### src/rtl/mvm_stream_host.sv
// mvm_stream_host: holds one matrix-vector job, streams its operands to the
// accelerator, collects the results for readback, and aborts stalled handshakes.
module mvm_stream_host #(
  parameter int N       = 3,
  parameter int IW      = 8,
  parameter int OW      = 16,
  parameter int TIMEOUT = 1024
) (
  input  logic          clk,
  input  logic          reset,
  input  logic          ld_en,
  input  logic [3:0]    ld_addr,
  input  logic [IW-1:0] ld_data,
  input  logic          start,
  output logic          busy,
  output logic          done,
  output logic          err,
  output logic          m_valid,
  input  logic          m_ready,
  output logic [IW-1:0] m_data,
  input  logic          s_valid,
  output logic          s_ready,
  input  logic [OW-1:0] s_data,
  input  logic          s_overflow,
  input  logic [1:0]    rd_addr,
  output logic [OW-1:0] rd_data,
  output logic          rd_ovf,
  output logic          ovf_any
);

  // state | meaning
  // IDLE  | operands loadable, waiting for start
  // SEND  | streaming A row-major then x to the accelerator
  // RECV  | accepting the N results
  // DONE  | one-cycle completion pulse
  typedef enum logic [1:0] {IDLE, SEND, RECV, DONE} state_t;

  localparam int NW  = N*N + N;
  localparam int WDW = (TIMEOUT > 2) ? $clog2(TIMEOUT) : 1;
  localparam logic [3:0]     LAST_WORD = 4'(NW - 1);
  localparam logic [1:0]     LAST_RES  = 2'(N - 1);
  localparam logic [WDW-1:0] WD_LIMIT  = WDW'(TIMEOUT - 1);

  state_t         state, state_next;
  logic [IW-1:0]  inbuf  [NW];
  logic [OW:0]    resbuf [N];
  logic [3:0]     send_cnt;
  logic [1:0]     recv_cnt;
  logic [WDW-1:0] wd_cnt;
  logic           send_hs, recv_hs, wd_expire;

  assign send_hs   = m_valid & m_ready;
  assign recv_hs   = s_valid & s_ready;
  // A handshake in the limit cycle counts as progress, not as a stall.
  assign wd_expire = (state == SEND || state == RECV) && !send_hs && !recv_hs
                     && (wd_cnt == WD_LIMIT);

  always_ff @(posedge clk) begin
    if (reset) state <= IDLE;
    else       state <= state_next;
  end

  always_comb begin
    state_next = state;
    case (state)
      IDLE: if (start) state_next = SEND;
      SEND: begin
        if (send_hs && send_cnt == LAST_WORD) state_next = RECV;
        else if (wd_expire)                   state_next = IDLE;
      end
      RECV: begin
        if (recv_hs && recv_cnt == LAST_RES) state_next = DONE;
        else if (wd_expire)                  state_next = IDLE;
      end
      DONE:    state_next = IDLE;
      default: state_next = IDLE;
    endcase
  end

  always_comb begin
    m_valid = 1'b0;
    s_ready = 1'b0;
    busy    = 1'b0;
    done    = 1'b0;
    case (state)
      SEND: begin
        m_valid = 1'b1;
        busy    = 1'b1;
      end
      RECV: begin
        s_ready = 1'b1;
        busy    = 1'b1;
      end
      DONE: begin
        done = 1'b1;
        busy = 1'b1;
      end
      default: ;
    endcase
  end

  assign m_data = (send_cnt <= LAST_WORD) ? inbuf[send_cnt] : '0;

  always_ff @(posedge clk) begin
    if (reset) begin
      send_cnt <= '0;
      recv_cnt <= '0;
      ovf_any  <= 1'b0;
      err      <= 1'b0;
      wd_cnt   <= '0;
    end else begin
      err <= wd_expire;
      if (state == IDLE && start) begin
        send_cnt <= '0;
        recv_cnt <= '0;
        ovf_any  <= 1'b0;
      end
      if (send_hs) send_cnt <= send_cnt + 4'd1;
      if (recv_hs) begin
        recv_cnt <= recv_cnt + 2'd1;
        ovf_any  <= ovf_any | s_overflow;
      end
      if (state_next != state || send_hs || recv_hs) wd_cnt <= '0;
      else if (state == SEND || state == RECV)       wd_cnt <= wd_cnt + WDW'(1);
    end
  end

  // Buffers carry no reset; only the readback register is cleared.
  always_ff @(posedge clk) begin
    if (state == IDLE && ld_en && ld_addr <= LAST_WORD) inbuf[ld_addr] <= ld_data;
    if (!reset && recv_hs) resbuf[recv_cnt] <= {s_overflow, s_data};
  end

  always_ff @(posedge clk) begin
    if (reset)                     {rd_ovf, rd_data} <= '0;
    else if (rd_addr <= LAST_RES)  {rd_ovf, rd_data} <= resbuf[rd_addr];
    else                           {rd_ovf, rd_data} <= '0;
  end

endmodule

### config.mk
export PLATFORM = sky130hd
export DESIGN_NAME = mvm_stream_host
export DESIGN_NICKNAME = d
export VERILOG_FILES = /design/src/rtl/mvm_stream_host.sv
export SDC_FILE = /design/constraint.sdc
export NUM_CORES = 1
export LEC_CHECK = 0
export ABC_AREA = 1
export CAP_MARGIN = 30
export CORE_AREA = 2 2 160 162
export CTS_BUF_LIST = sky130_fd_sc_hd__clkbuf_8 sky130_fd_sc_hd__clkbuf_16
export DETAILED_ROUTE_END_ITERATION = 8
export DIE_AREA = 0 0 162 164
export MAX_ROUTING_LAYER = met4
export PLACE_DENSITY = 0.47
export SETUP_SLACK_MARGIN = 0.2
export SLEW_MARGIN = 30
export SYNTH_ARGS = -nofsm -noshare
export SYNTH_HDL_FRONTEND = slang
export SYNTH_SLANG_ARGS = --single-unit
export TNS_END_PERCENT = 10
### constraint.sdc
create_clock -name clk -period 6.15 [get_ports clk]
set_input_delay 0.615 -clock clk [delete_from_list [all_inputs] [get_ports clk]]
set_output_delay 0.615 -clock clk [all_outputs]
set_load 0.05 [all_outputs]
## Word level (Yosys, flattened, before mapping)

Memory sizes are Yosys's and may differ from the RTL's. A register that Yosys moved wholly into a read port is not among the register bits.
Cells that the tools add are included.

| cells by class | value |
|---|---|
| add/subtract/negate cells | 3 |
| magnitude comparators | 3 |
| eq/ne operators | 7 |
| muxes and demuxes | 22 |
| bitwise logic cells | 4 |
| reduce and logical (&&, ||, !) cells | 21 |

Operators with widths:

| kind | number |
|---|---|
| 2-to-1 mux 4 bit | 4 |
| 2-to-1 mux 2 bit | 6 |
| adder 10 x 1 -> 10 bit, second input constant | 1 |
| == test 10 bit, second input constant | 1 |
| 2-to-1 mux 1 bit | 10 |
| logical AND 1 bit | 9 |
| less-or-equal comparator 4 bit, second input constant | 2 |
| 2-to-1 mux 8 bit | 1 |
| one-hot mux 2 bit (4 select lines) | 1 |
| == test 2 bit, second input constant | 3 |
| adder 4 x 1 -> 4 bit, second input constant | 1 |
| == test 4 bit, second input constant | 1 |
| nonzero test 2 bit | 2 |
| OR reduction 2 bit | 2 |
| zero test 1 bit | 3 |
| logical OR 1 bit | 3 |
| OR reduction 3 bit | 1 |
| adder 2 x 1 -> 2 bit, second input constant | 1 |
| bitwise AND 1 bit | 2 |
| == test 2 x 1 -> 1 bit, second input constant | 1 |
| less-or-equal comparator 2 bit, second input constant | 1 |
| zero test 2 bit | 1 |
| inequality test 2 bit | 1 |
| inverter 1 bit | 1 |
| bitwise OR 1 bit | 1 |

| word-level totals | value |
|---|---|
| register bits after elaboration | 20 |
| bits in writable memories | 147 |
| input port bits | 37 |
| output and inout bits | 31 |
| word-level logic and storage cells | 68 |
| memories | 2 |

Memories:

| memory | depth | width | rd ports | clocked after Yosys merged registers in | write ports | RTL line | text |
|---|---|---|---|---|---|---|---|
| inbuf | 12 | 8 | 1 | 1 | 1 | 45 | `logic [IW-1:0] inbuf [NW];` |
| resbuf | 3 | 17 | 1 | 1 | 1 | 46 | `logic [OW:0] resbuf [N];` |

## Depth between registers and ports, before layout

Gate-level depths: netlist of the first run.

| logic depth | value |
|---|---|
| depth in word-level cells | 14 |
| gate-level depth with buffers | 14 |

## Worst setup path before layout of the first run

Ideal clock, no wire load.

| timing path | value |
|---|---|
| kind | reg2out |
| start point | reg with a tool-made name |
| end point | out m_data[0] |
| data arrival time | 1867 ps |
| required time | 5535 ps |
| path slack | 3668 ps |
| cell stages (with the launch flop) | 8 |
| path through | dfxtp_1 -> inv_1 -> buf_2 -> buf_2 -> nor2_1 -> o22ai_1 -> nand2_1 -> a31oi_1 |

RTL lines:

| element | RTL line | text |
|---|---|---|
| end: declaration | 20 | `output logic [IW-1:0] m_data,` |

==> results of run 1 <==
[cells in the mapped netlist, types with 14 or more instances]
master | instances | share of area (%)
a21oi_1 | 39 | 2.6
nand2_1 | 86 | 4.4
clkbuf_1 | 14 | 0.71
inv_1 | 48 | 2.4
dfxtp_1 | 41 | 11
nor2_1 | 87 | 4.4
o22ai_1 | 22 | 1.9
nand3_1 | 14 | 0.95
edfxtp_1 | 147 | 60
o21ai_0 | 59 | 4.0
or2_2 | 18 | 1.5
[metrics by stage]
stage | worst slack, ps | power (mW) | area, sq um | cells | hold WS [ps]
floorplan | 3670 | 1.84 | 7370 | 631 | 447
global placement | 2700 | 2.01 | 8400 | 1010 | 456
detailed placement | 2630 | 2.01 | 8400 | 1010 | 503
CTS | 2150 | 3.17 | 9040 | 1042 | 513
global route | 1960 | 3.28 | 9050 | 1042 | 550
finish | 2210 | 3.13 | 9060 | 1043 | 511
[metal layers]
layer,global-route usage [%],routed length (um)
met5,-,0
met4,3.82,148
met3,2.73,595
met2,22.4,8050
met1,15.9,7520
[power by group through the flow]
stage          Sequential (mW)  Combinational (mW)  Clock, mW
3_5_place_dp              1.46               0.550          0
5_1_grt                   1.44               0.604       1.24
4_1_cts                   1.44               0.551       1.19
6_report                  1.44               0.543       1.15
3_3_place_gp              1.46               0.544          0
2_1_floorplan             1.48               0.360          0
[path summary, 6_finish.rpt]
| path | to | slack (ps) |
|---|---|---|
| worst min-delay path | recv_cnt[0]$_SDFFE_PP0P_ | 510 |
| worst max register to register | inbuf[9][0]$_DFFE_PP_ | 3620 |
| worst min register to register | recv_cnt[0]$_SDFFE_PP0P_ | 510 |
| worst max-delay path | m_data[5] | 2210 |
[kinds of logic after synthesis]
| family | Yosys count | share of synthesized area, % |
|---|---|---|
| AO/OA/AOI/OAI | 134 | 9.86 |
| flip-flops | 188 | 71.0 |
| buffers and inverters | 74 | 3.99 |
| adder cells (fa/ha/maj) | 10 | 1.70 |
| AND/OR/NAND/NOR | 215 | 12.2 |
| XOR/XNOR | 9 | 1.07 |
| multiplexers | 1 | 0.136 |
[registers in the layout, indices dropped and copies added (netlist names), named ones only]
register,count
state,2
resbuf,51
send_cnt,4
ovf_any,1
rd_data,16
wd_cnt,10
err,1
rd_ovf,1
inbuf,96
recv_cnt,2
[critical path, delay by kind of cell, from the launching register on]
kind / cells / cell delay (ps)
flip-flops: 1 / 310
buffers and inverters: 4 / 1930
AO/OA/AOI/OAI: 4 / 650
[layout make-up]
type                    instances  area share, %
well taps                     330           4.56
repair buffers                 74           7.98
inverters                      49           2.03
clock buffers                  17           4.70
multi-input cells             369           20.5
diodes                          1         0.0276
clock inverters                15           2.39
flip-flops and latches        188           57.8
==> impl_results.md, run 1 <==
- Syn nets: a little under 700
- H-tree Lvls: 4
- Mean Syn Cell Area: 11.7 sq um
- HPWL after DPL: 10.4 mm
- Routed via count: 4691
- CTS tree: built
- CP Capture Type: output port
- RSZ-0062 raised after global routing: no
- Clock Tree Root: clkbuf_16
- Die width: 162 um
- Crit Path Max Fanout: 49
- Crit path DAT: 3320 ps
- Startpoint Class: flip-flop
- Setup Crit Path Kind: reg -> out
- # fillers: 2451
- Core Rows: 58
- Number of flops mapped to enable cells by yosys: 147
- Crit-path cells: buf_4 > inv_1 > buf_4 > o21ai_0 > o22ai_1 > o21ai_0 > a31oi_1 > clkdlybuf4s50_1
- I/O pins: 68
- Share of layout cells above drive strength 1: about a tenth
- Worst hold path class: reg -> reg
- Antenna violations before repair: 0
- Die area: 26600 sq um
- CTS Hold Bufs: 0
- Switching part of the total power: 29.1%
- Post-layout util: a little over a third
- First-pass GRT wire length: 25.6 mm
- Yosys reg bits: 188
- Total grt overflow: 0
- Relative slew slack: between 30% and 40%
- Clk buf depth: 2
- Clk pwr share: 36.8%
- Cell Pwr Density: roughly 350 nW/um^2
- Core Box Area: 24800 sq um
- Final hold violations: 0
- # DRC: 0
- Port Buf Inserts: 67
- Maximum clock rate: 254 MHz
- Max-Cap Viols: 0
- Mapped Area: 7370 sq um
- Sequential fraction of design power: a little under half
- Minimum clock period: 3940 ps
- Worst Tran Pin Value: 965 ps
- Worst-Skew Late Latency: 430 ps
- Status: finished clean
- Iter 0 DRT Violations: 355
- Cell count of the worst reg-to-reg path: 6
- Hold Startpoint: recv_cnt[0]$_SDFFE_PP0P_
- Most common flop cell mapped by yosys: edfxtp_1
- Sink Count: 188
- Worst hold stages: 1
- Inserted Clock Buffers: 17
- Combinational power share: 17.3%
- Fin nets: 746
- Final wirelength: 16.3 mm
- Final TNS setup: 0 ps
- Setup Fix Bufs, Post-CTS: 0
- Die height: 164 um
- PostCTS Resize Cnt: 0
- Slowest-stage cell, CP: clkdlybuf4s50_1
- Sequential area share after synthesis: 71.0%
- Routed vias/inst: approximately 4.5
- Gpl congestion: 0.804
- Area Overhead vs Synth: 22.9%
- Max-slew violation count: 0
- Fin crit share: 64.0%
- GRT Total Usage: a little over an eighth
- DRT Pass-1 Iters: 4
- Commonest non-fill, non-tap cell in the layout: edfxtp_1
- Leakage: 3.20 nW
- Synth async-reset ratio: 0%
- Flip-flop and latch area: 5240 sq um
- Warning count from the yosys run: 0
- Worst-case vdd ir drop: 0.000132 V
- Psw: ~910 uW
- Reg-to-reg startpoint: state[0]$_SDFF_PP0_
- Internal power: 2.22 mW
- Starting Density: 29.7%
- Area taken by multi-input logic gates: 1860 sq um
- Largest net degree at the start of global routing: 50
- Final setup viols: 0
- Number of distinct library cells after synthesis: 30
- Most frequent cells in the layout: edfxtp_1, nand2_1, nor2_1
- Routed Antenna Nets: 0
- Clock Pin Slew Worst Setup and Hold Paths: 70 ps
- Clk_skew: 15.7 ps
- CP peak stage delay: about 860 ps
- Worst Path Required: about 5500 ps
- Number of global-route vias before repair: 4728
- Wirelength per Cell: roughly 16 um
- Synthesized instance count: 631
No activity file was read; power rests on OpenSTA's default activity.
==> run 2, diff against run 1 <==
--- a/config.mk
+++ b/config.mk
@@ -12,7 +12,7 @@
 export DETAILED_ROUTE_END_ITERATION = 8
 export DIE_AREA = 0 0 162 164
 export MAX_ROUTING_LAYER = met4
-export PLACE_DENSITY = 0.47
+export PLACE_DENSITY = 0.48
 export SETUP_SLACK_MARGIN = 0.2
 export SLEW_MARGIN = 30
 export SYNTH_ARGS = -nofsm -noshare
==> constraint.sdc (replaced) <==
create_clock -name clk -period 3.25 [get_ports clk]
set_input_delay 0.325 -clock clk [delete_from_list [all_inputs] [get_ports clk]]
set_output_delay 0.325 -clock clk [all_outputs]
set_load 0.05 [all_outputs]
==> impl_results.md, run 2 (synthesis gave the netlist of run 1 again) <==
- Setup WS pre-CTS: 766 ps (-1870 ps)
- Die area: 26600 sq um (unchanged)
- Clock Tree Root: clkbuf_16
- Final wirelength: 17.2 mm (+5.2%)
- # fillers: 2423 (-1.1%)
- Max-Cap Viols: 0 (unchanged)
- Clk_skew: 7.55 ps (-8.18 ps)
- Total grt overflow: 0 (unchanged)
- Wirelength per Cell: 16.5 um (+5.2%)
- Placed Instance Area: 8380 sq um (-0.24%)
- H-tree Lvls: 4 (unchanged)
- Clock Pin Slew Worst Setup and Hold Paths: 70 ps (about the same)
- CTS tree: built
- CTS Hold Bufs: 0 (unchanged)
- GRT Total Usage: 13.7% (+0.50 points)
- Crit path DAT: 2290 ps (-1030 ps)
- Iter 0 DRT Violations: 430 (+21%)
- Max-slew violation count: 0 (unchanged)
- Reg with most FFs: inbuf
- Post-layout util: 36.3% (-0.22 points)
- Inserted Clock Buffers: 17 (unchanged)
- Worst Path Required: 2920 ps (-2610 ps)
- Crit Path Max Fanout: 48 (-2.0%)
- Leakage: 3.20 nW (about the same)
- Maximum clock rate: 382 MHz
- Setup Fix Bufs, Post-CTS: 0 (unchanged)
- Minimum clock period: approximately 2600 ps
- Routed via count: 4865 (+3.7%)
- Core Box Area: 24800 sq um (unchanged)
- HPWL after DPL: 11.5 mm (+10%)
- CP Capture Type: output port
- Status: finished clean
- Gpl congestion: 0.912 (+13%)
- Most frequent cells in the layout: edfxtp_1, nor2_1, nand2_1
- Final std cells w/o fill: 1043 (unchanged)
- Setup Crit Path Kind: reg -> out
- Antenna violations before repair: 0 (unchanged)
- Final setup viols: 0 (unchanged)
- RSZ-0062 raised after global routing: no
- DRT Pass-1 Iters: 5 (+1)
- Die height: 164 um (unchanged)
- Core Rows: 58 (unchanged)
- Worst hold path class: in -> reg
- Hold WS: 507 ps (-4.36 ps)
- First-pass GRT wire length: 26.4 mm (+3.4%)
- Share of layout cells above drive strength 1: 10.1% (+0.27 points)
- Number of flip-flops in the largest register: 96 (unchanged)
- Startpoint Class: flip-flop
- Antenna Cells: 0 (-1)
- Worst Tran Pin Value: 690 ps (-275 ps)
- Total chip power: 5.88 mW (+88%)
- Area Overhead vs Synth: 22.2%
- Final TNS setup: 0 ps (unchanged)
- Routed Antenna Nets: 0 (unchanged)
- Commonest non-fill, non-tap cell in the layout: edfxtp_1
- Relative slew slack: 53.8% (+18 points)
- # DRC: 0 (unchanged)
- PostCTS Resize Cnt: 0 (unchanged)
- Sink Count: 188 (unchanged)
- Placed instance count: 1011 (+0.099%)
- Final Worst Setup Slack: 634 ps (-1580 ps)
- I/O pins: 68 (unchanged)
- Fin crit share: just over 80%
- Largest net degree at the start of global routing: 49 (-2.0%)
- Number of global-route vias before repair: 4738 (+0.21%)
- Routed vias/inst: 4.66 (+3.7%)
- Clk buf depth: 2 (unchanged)
- Post-route cell area: 9000 sq um (-0.61%)
- Port Buf Inserts: 67 (unchanged)
- Worst-case vdd ir drop: 0.000275 V (+110%)
- Die width: 162 um (unchanged)
- Worst-Skew Late Latency: 420 ps (about the same)
- Fin nets: 747 (+0.13%)
- Starting Density: 29.7% (unchanged)
- Cell Pwr Density: 653 nW/um^2 (+89%)
- Final hold violations: 0 (unchanged)
==> run 2: changes by cell type in the layout (fill, tap and decap cells not counted) <==
cell             change
buf_4                +9
nor2_2               -7
bufinv_16            -2
clkinv_4             +1
inv_12               +2
diode_2              -1
nor2_1               +7
clkdlybuf4s50_1      -8
inv_8                -4
inv_6                +1
clkinv_8             +2
==> run 2: power by group <==
group / switching [mW] / internal, mW / leakage, nW / total (mW)
clock: 1.04 / 1.05 / 0.291 / 2.09
sequential: 0.0455 / 2.67 / 1.66 / 2.71
combinational: 0.741 / 0.330 / 1.25 / 1.07
==> run 2: final cells by class <==
class	instances	area, sq um	area share, %
flip-flops and latches	188	5240	58.2
repair buffers	75	711	7.89
multi-input cells	369	1840	20.4
well taps	330	413	4.59
clock buffers	17	425	4.73
inverters	49	184	2.04
clock inverters	15	194	2.15
==> run 2: path summary, 6_finish.rpt <==
check	from	end	slack, ps	cells past startpoint
max	flip-flop	m_data[2]	630	6
min	s_data[2]	resbuf[2][2]$_DFFE_PP_	510	1
max reg2reg	state[0]$_SDFF_PP0_	inbuf[2][5]$_DFFE_PP_	820	6
min reg2reg	recv_cnt[0]$_SDFFE_PP0P_	recv_cnt[0]$_SDFFE_PP0P_	510	1
==> run 2: critical path, stage by stage, from the launching register on <==
cell	delay (ps)
dfxtp_1	340
buf_4	390
o21ai_0	200
o22ai_1	250
nand2_1	90
a31oi_1	310
buf_4	270
==> run 2: routing by layer <==
metal	part of all wire [%]	up-vias	GRT usage [%]
met2	46	188	21.0
met5	0	-	-
li1	-	2330	-
met4	1.5	0	4.06
met3	6.3	21	3.21
met1	46	2326	18.1
==> run 3, diff against run 2 <==
--- a/config.mk
+++ b/config.mk
@@ -12,7 +12,7 @@
 export DETAILED_ROUTE_END_ITERATION = 8
 export DIE_AREA = 0 0 162 164
 export MAX_ROUTING_LAYER = met4
-export PLACE_DENSITY = 0.48
+export PLACE_DENSITY = 0.47
 export SETUP_SLACK_MARGIN = 0.2
 export SLEW_MARGIN = 30
 export SYNTH_ARGS = -nofsm -noshare
==> constraint.sdc (replaced) <==
create_clock -name clk -period 2.65 [get_ports clk]
set_input_delay 0.265 -clock clk [delete_from_list [all_inputs] [get_ports clk]]
set_output_delay 0.265 -clock clk [all_outputs]
set_load 0.05 [all_outputs]
==> impl_results.md, run 3 (synthesis gave the netlist of run 1 again) <==
- Fin crit share: just over 90%
- Max-Cap Viols: 0 (unchanged)
- Share of layout cells above drive strength 1: 12.7% (+2.6 points)
- Total chip power: 7.34 mW (+25%)
- RSZ-0062 raised after global routing: yes
- Sink Count: 188 (unchanged)
- Worst-Skew Late Latency: 430 ps (about the same)
- Worst Path Required: 2380 ps (-540 ps)
- Clock Tree Root: clkbuf_16
- Crit path DAT: 2190 ps (-100 ps)
- CP Capture Type: output port
- Maximum clock rate: about 410 MHz
- Internal power: 5.18 mW (+28%)
- Worst-case vdd ir drop: 0.000419 V (+52%)
- Combinational power share: 18.0% (-0.2 points)
- Routed via count: 4769 (-2.0%)
- Inserted Clock Buffers: 17 (unchanged)
- Final wirelength: 16.7 mm (-2.6%)
- Core Box Area: 24800 sq um (unchanged)
- Routed Antenna Nets: 0 (unchanged)
- Final hold violations: 0 (unchanged)
- Worst hold path class: in -> reg
- Post-route cell area: 9190 sq um (+2.1%)
- Clk_skew: 12.9 ps (+5.39 ps)
- Flip-flop and latch area: 5240 sq um (unchanged)
- Minimum clock period: 2450 ps
- Most frequent cells in the layout: edfxtp_1, nor2_1, nand2_1
- Crit-path cells: buf_8 > o21ai_0 > o22ai_1 > nand2_1 > a31oi_1 > buf_4
- Clock Pin Slew Worst Setup and Hold Paths: 70 ps (about the same)
- Setup Crit Path Kind: reg -> out
- Fin nets: 766 (+2.5%)
- Antenna violations before repair: 0 (unchanged)
- DRT Pass-1 Iters: 6 (+1)
- Iter 0 DRT Violations: 350 (-19%)
- Gpl congestion: 0.820 (-10%)
- Area taken by multi-input logic gates: 1840 sq um (unchanged)
- Total grt overflow: 0 (unchanged)
- Port Buf Inserts: 67 (unchanged)
- Cell Pwr Density: 798 nW/um^2 (+22%)
- Final std cells w/o fill: 1064 (+2.0%)
- Reg with most FFs: inbuf
- Switching part of the total power: 29.5% (-1.6 points)
- Wirelength per Cell: 15.7 um (-4.6%)
- Placed Instance Area: 8500 sq um (+1.3%)
- Hold WS: 444 ps (-63.0 ps)
- Final setup viols: 0 (unchanged)
- Placed instance count: 1026 (+1.5%)
- Sequential fraction of design power: 45.4% (-0.8 points)
- Psw: 2.16 mW (+18%)
- Die area: 26600 sq um (unchanged)
- Number of global-route vias before repair: 4717 (-0.44%)
- Post-layout util: 37.0% (+0.75 points)
- HPWL after DPL: 10.9 mm (-5.6%)
- Final TNS setup: 0 ps (unchanged)
- Crit path buf inv count: 2 (unchanged)
- Max-slew violation count: 0 (unchanged)
- Starting Density: 29.7% (unchanged)
- GRT Total Usage: 13.4% (-0.25 points)
- CTS tree: built
- Die height: 164 um (unchanged)
- CTS Hold Bufs: 0 (unchanged)
- First-pass GRT wire length: 26.1 mm (-1.1%)
- CP delay by family, top: compound AO/OA/AOI/OAI gates
- Commonest non-fill, non-tap cell in the layout: edfxtp_1
- Final Worst Setup Slack: 197 ps (-438 ps)
- # fillers: 2432 (+0.37%)
- Core Rows: 58 (unchanged)
- I/O pins: 68 (unchanged)
- Leakage: 3.33 nW (+4.0%)
- Routed vias/inst: 4.48 (-3.9%)
- Number of flip-flops in the largest register: 96 (unchanged)
- Area Overhead vs Synth: 24.7%
- Slowest-stage cell, CP: dfxtp_1
- Crit Path Max Fanout: 48 (unchanged)
- Clk buf depth: 2 (unchanged)
- Worst Tran Pin Value: 600 ps (-90.5 ps)
- # DRC: 0 (unchanged)
- Die width: 162 um (unchanged)
- Largest net degree at the start of global routing: 49 (unchanged)
- Clk pwr share: 36.6% (+1.0 points)
- CP peak stage delay: 410 ps (+20 ps)
- H-tree Lvls: 4 (unchanged)
- Startpoint Class: flip-flop
- Relative slew slack: 59.9% (+6.1 points)
- Setup WS pre-CTS: 320 ps (-446 ps)
- Status: finished clean
-- run 3: final timing paths --
| path | from | end | slack (ps) | depth (start not counted) |
|---|---|---|---|---|
| hold reg to reg | recv_cnt[0]$_SDFFE_PP0P_ | recv_cnt[0]$_SDFFE_PP0P_ | 480 | 1 |
| setup reg to reg | state[0]$_SDFF_PP0_ | inbuf[7][0]$_DFFE_PP_ | 540 | 7 |
| hold / removal | s_data[13] | resbuf[2][13]$_DFFE_PP_ | 440 | 1 |
| setup / recovery | flip-flop | m_data[2] | 200 | 6 |
-- run 3: layout make-up --
class	instances	share of cell area, %
flip-flops and latches	188	57.0
multi-input cells	369	20.0
repair buffers	94	9.40
clock buffers	17	4.63
well taps	330	4.49
clock inverters	15	2.33
inverters	49	2.08
diodes	2	0.0545
-- run 3: metal layers --
| metal | up-vias | track usage, % | part of all wire (%) |
|---|---|---|---|
| met2 | 106 | 21.0 | 47 |
| met1 | 2286 | 17.5 | 48 |
| met3 | 10 | 3.11 | 3.8 |
| met5 | - | - | 0 |
| met4 | 0 | 3.82 | 1.1 |
| li1 | 2367 | - | - |
-- run 3: power groups by stage --
stage	sequential [mW]	clock, mW	combinational, mW
after global placement	3.39	0	1.30
after global routing	3.34	2.88	1.46
after CTS	3.33	2.77	1.34
after floorplan	3.43	0	0.836
final	3.33	2.68	1.32
after detailed placement	3.39	0	1.30
-- run 3: repair_timing --
item                                    CTS  global route
setup buffers                             4             0
resized for setup                         3             3
endpoints found under the setup margin    9             9
